===== src/rtl/qq_rd_ctl.sv =====
// QuickQ sequencing controller: owns head/tail/occupancy of a D-entry circular queue
// and steers the storage write port and the read-address incrementer (single push, dual pop).
module qq_rd_ctl #(
    parameter  int D  = 4,
    localparam int DW = $clog2(D)
) (
    input  logic          clk,
    input  logic          rst,
    input  logic          push,
    input  logic [1:0]    pop_req,
    input  logic          flush,
    output logic          we,
    output logic [DW-1:0] wr_addr,
    output logic [DW-1:0] base_addr,
    output logic [1:0]    incr_ctl,
    output logic [1:0]    pop_ack,
    output logic [DW:0]   count,
    output logic          empty,
    output logic          full,
    output logic          err_ovf,
    output logic          err_udf
);

    typedef enum logic [1:0] {
        ST_EMPTY  = 2'd0,
        ST_ACTIVE = 2'd1,
        ST_FULL   = 2'd2
    } state_e;

    state_e        state_q, state_d;
    logic [DW-1:0] head_q, head_d;
    logic [DW-1:0] tail_q, tail_d;
    logic [DW:0]   count_q, count_d;
    logic          err_ovf_q, err_ovf_d;
    logic          err_udf_q, err_udf_d;

    logic [1:0]    pop_sat;
    logic [DW:0]   pop_ext;
    logic [1:0]    grant;
    logic          push_acc;
    logic          full_w;

    assign full_w  = (state_q == ST_FULL);
    assign pop_sat = (pop_req == 2'd3) ? 2'd2 : pop_req;
    assign pop_ext = (DW+1)'(pop_sat);
    // Grant is limited by the registered occupancy; a same-cycle push never feeds a pop.
    assign grant   = (pop_ext > count_q) ? count_q[1:0] : pop_sat;

    always_comb begin
        we        = 1'b0;
        pop_ack   = 2'd0;
        incr_ctl  = 2'd0;
        base_addr = head_q;
        push_acc  = 1'b0;
        head_d    = head_q;
        tail_d    = tail_q;
        count_d   = count_q;
        err_ovf_d = err_ovf_q;
        err_udf_d = err_udf_q;

        if (!rst) begin
            // Incrementer loads zero on every edge while reset is held.
            base_addr = '0;
        end else if (flush) begin
            base_addr = tail_q;
            head_d    = tail_q;
            count_d   = '0;
        end else begin
            push_acc  = push && (!full_w || (grant != 2'd0));
            we        = push_acc;
            pop_ack   = grant;
            incr_ctl  = grant;
            if (push_acc) begin
                tail_d = tail_q + 1'b1;
            end
            head_d  = head_q + DW'(grant);
            count_d = count_q + (DW+1)'(push_acc) - (DW+1)'(grant);
            if (push && full_w && (grant == 2'd0)) begin
                err_ovf_d = 1'b1;
            end
            if (pop_ext > count_q) begin
                err_udf_d = 1'b1;
            end
        end
    end

    always_comb begin
        if (count_d == '0) begin
            state_d = ST_EMPTY;
        end else if (count_d == (DW+1)'(D)) begin
            state_d = ST_FULL;
        end else begin
            state_d = ST_ACTIVE;
        end
    end

    always_ff @(posedge clk or negedge rst) begin
        if (!rst) begin
            state_q   <= ST_EMPTY;
            head_q    <= '0;
            tail_q    <= '0;
            count_q   <= '0;
            err_ovf_q <= 1'b0;
            err_udf_q <= 1'b0;
        end else begin
            state_q   <= state_d;
            head_q    <= head_d;
            tail_q    <= tail_d;
            count_q   <= count_d;
            err_ovf_q <= err_ovf_d;
            err_udf_q <= err_udf_d;
        end
    end

    assign wr_addr = tail_q;
    assign count   = count_q;
    assign empty   = (state_q == ST_EMPTY);
    assign full    = full_w;
    assign err_ovf = err_ovf_q;
    assign err_udf = err_udf_q;

endmodule


===== config.mk =====
export PLATFORM = sky130hd
export DESIGN_NAME = qq_rd_ctl
export DESIGN_NICKNAME = d
export VERILOG_FILES = /design/src/rtl/qq_rd_ctl.sv
export SDC_FILE = /design/constraint.sdc
export NUM_CORES = 1
export LEC_CHECK = 0
export BUFFER_PORTS_ARGS = -buffer_cell sky130_fd_sc_hd__buf_4
export CAP_MARGIN = 30
export CORE_MARGIN = 3
export CORE_UTILIZATION = 54
export DETAILED_ROUTE_END_ITERATION = 10
export HOLD_SLACK_MARGIN = 0.15
export PLACE_DENSITY = 0.86
export SYNTH_ARGS = -nofsm -noshare
export SYNTH_HDL_FRONTEND = slang
export SYNTH_SLANG_ARGS = --single-unit

===== constraint.sdc =====
create_clock -name clk -period 6.4 [get_ports clk]
set_clock_uncertainty 0.15 [all_clocks]
set_input_delay 0.64 -clock clk [delete_from_list [all_inputs] [get_ports clk]]
set_output_delay 0.64 -clock clk [all_outputs]
set_load 0.05 [all_outputs]

==> results.cfg <==
[synth]
synthDistinctLibCells = 34
syn_inst = 86
yosysTopAreaCellShare = 0.3514
yosysTopAreaCell = dfrtp_1
syn_nets = 98
synth-xor-area-share = 0.04473
synthAdderAreaFrac = 0.1054
synthMuxAreaShare = 0.05272
syn_area_per_cell_sq_um = 9.108
syn-cell-area_sq_um = 783.3
synthSimpleGateAreaFrac = 0.2141
synth-compound-area-share = 0.1565
synth_warnings = 0
synth_top_family_by_area = simple AND/OR/NAND/NOR gates
ys_ff_latch = 11
ys_seq_area_frac = 0.3514
synth_area_leaders = dfrtp_1 35%, ha_1 8.0%, nand2b_1 4.8%, nor2_1 4.8%, mux2i_1 3.8%

[grt]
grt_pass1_vias = 629
gr-total-overflow = 0
grt_antenna_before_repair = 0
grt_pass1_wl_um = 2635
grt_max_degree = 24
grt_use_total = 0.1934

[placement]
place.gp.congestion = 0.8605
dp.cells = 117
dp_hpwl_um = 1268
portBuffers = 21

[worst_setup_path]
crit_path_start_kind = register
critPathCaptureType = register
arrival_ns = 3.43
cp_slowest_cell = dfrtp_1
crit_chain = inv_1, ha_1, nor2b_4, o21ai_4, mux2_2, xor2_1, nor2_1, ha_1, inv_1, fa_1, xor2_1, o21ai_0, nand2_1, o21ai_1, nor2b_1
reg2reg_from = count[1]$_DFF_PN0_
cp_max_fo = 7
reg2reg_to = state_q[1]$_DFF_PN0_
rrSetupSlack_ns = 3.03
cpPeakStageDelay_ns = 0.43
worstRegToRegCells = 15
cp.required_ns = 6.46
cp-endpoint = state_q[1]$_DFF_PN0_
critical_path_class = reg -> reg
startpoint = count[1]$_DFF_PN0_

[clocking]
clock-root-buffer = clkbuf_4
ctsResizeCount = 0
clockBufferDepth = 2
numCtsBuffers = 3
post-cts-setup-buffers = 0
holdBufCountCts = 1
clk_pin_slew_ns = 0.07
htree_levels = 1
cts.sinks = 11
clk_latency_ns = 0.28
cts_tree = yes

[route]
drc = 0
vias_per_cell = 5.828
drt_first_pass_iters = 4
final_antenna_net_count = 0
routed_wl_um = 1634
wl_per_cell_um = 13.39
vias = 711
drt_iter0_drc = 24

[timing]
worst_pin_slew_ns = 0.3021
finalSetupTns_ns = 0
hold-worst-slack_ns = 0.3217
setup_viol = 0
drv_slew = 0
slew_headroom = 0.7928
fmax_mhz = 296.6
hold_viol_final = 0
fin_crit_ns = 3.372
post-route-period-util = 0.5269
rsz0062_at_grt = no

[final_layout]
antenna_cells = 0
drive_gt1_frac = 0.2710
syn2layout_area_growth_pct = 23.48
nets = 120
instances_no_fill = 122

[die]
initial_core_util = 0.5872
rows = 13
ioPinCount = 22
dieArea_sq_mm = 0.001943
die_h_um = 44.09
die-width_um = 44.09
core_area_sq_mm = 0.001334

[status]
outcome = completed

[pwr]
p_leak_nw = 0.4848
p_per_area_mw_per_mm2 = 519.3
ir_worst_vdd_uv = 303.3

[run]
max_cap_viol_count = 0

[min_path]
hold_class = reg -> reg
metal layers:
metal	vias up	global-route usage	wire length [um]
met5	-	0	0
met4	0	0.1325	74
met3	15	0.06504	121
met2	33	0.3140	827
met1	331	0.2115	611
li1	332	-	-
sequential cells by signal, summed over array words and instances, names as in the netlist, named ones only:
register  cells
err_ovf       1
count         2
state_q       2
err_udf       1
head_q        2
wr_addr       2
cells in the final DEF (no fill, tap or decap), types with 2 or more instances in the layout:
master / instances
a21oi_1: 3
buf_4: 21
clkbuf_4: 3
dfrtp_1: 11
ha_1: 5
inv_1: 8
mux2i_1: 3
nand2_1: 5
nand2b_1: 6
nor2_1: 10
nor2b_1: 2
o21ai_0: 3
o21ai_1: 2
o21bai_1: 2
xnor2_1: 2
xor2_1: 2
synthesized netlist by cell type (all sizes together):
master and count:
dfrtp 11, nor2 10, inv 8, nand2b 6
o21ai 6, ha 5, nand2 5, a21oi 4
buf 4, mux2i 3, nor2b 3, o21bai 2
xnor2 2, xor2 2, a21boi 1, a31o 1
and2 1, and2b 1, clkbuf 1, fa 1
mux2 1, nand3 1, nand3b 1, nor4 1
o2111ai 1, o211ai 1, o22ai 1, or2 1
or3b 1
critical path, delay by kind of cell, from the launching register on:
kind / cells / cell delay (ns)
AO/OA/AOI/OAI: 3 / 0.48
XOR/XNOR: 2 / 0.31
adder cells (fa/ha/maj): 3 / 0.87
buffers and inverters: 2 / 0.16
flip-flops: 1 / 0.43
multiplexers: 1 / 0.41
AND/OR/NAND/NOR: 4 / 0.48
final cells by class:
| class | instances | area [sq um] |
|---|---|---|
| inverters | 8 | 30.03 |
| clock buffers | 4 | 26.28 |
| fillers | 102 | 366.6 |
| flip-flops and latches | 11 | 275.3 |
| well taps | 15 | 18.77 |
| multi-input cells | 62 | 449.2 |
| repair buffers | 22 | 167.7 |
power breakdown:
group | internal, mW | switching (mW)
clock | 0.0242 | 0.0252
sequential | 0.0974 | 0.0265
combinational | 0.119 | 0.210
total | 0.240 | 0.262
worst min-delay path by stage:
stage	start	endpoint	slack, ns	cells past startpoint
global route	err_ovf$_DFFE_PN0P_	err_ovf$_DFFE_PN0P_	0.37	1
global placement	err_ovf$_DFFE_PN0P_	err_ovf$_DFFE_PN0P_	0.30	1
detailed placement	err_ovf$_DFFE_PN0P_	err_ovf$_DFFE_PN0P_	0.31	1
finish	err_ovf$_DFFE_PN0P_	err_ovf$_DFFE_PN0P_	0.32	1
CTS	err_ovf$_DFFE_PN0P_	err_ovf$_DFFE_PN0P_	0.33	1
floorplan	rst	asynchronous set/reset pin	0.19	0
kinds of logic (layout without fill, tap and decap cells):
family          count (synthesis)  after routing
simple gates                   31             31
fa+ha+maj                       6              6
xor+xnor                        4              4
mux                             4              4
compound gates                 17             17
flops                          11             11
buf+inv                        13             34
through the flow:
step                  util  area (sq um)  power (mW)  setup slack (ns)
floorplan                -         783.3      0.3706             2.702
global route        0.7251         967.2      0.5381             2.799
finish              0.7251         967.2      0.5022             3.028
CTS                 0.7251         967.2      0.5045             3.052
global placement    0.6979         930.9      0.4425             2.964
detailed placement  0.6979         930.9      0.4547             2.813
Power figures use the tool's default switching activity.
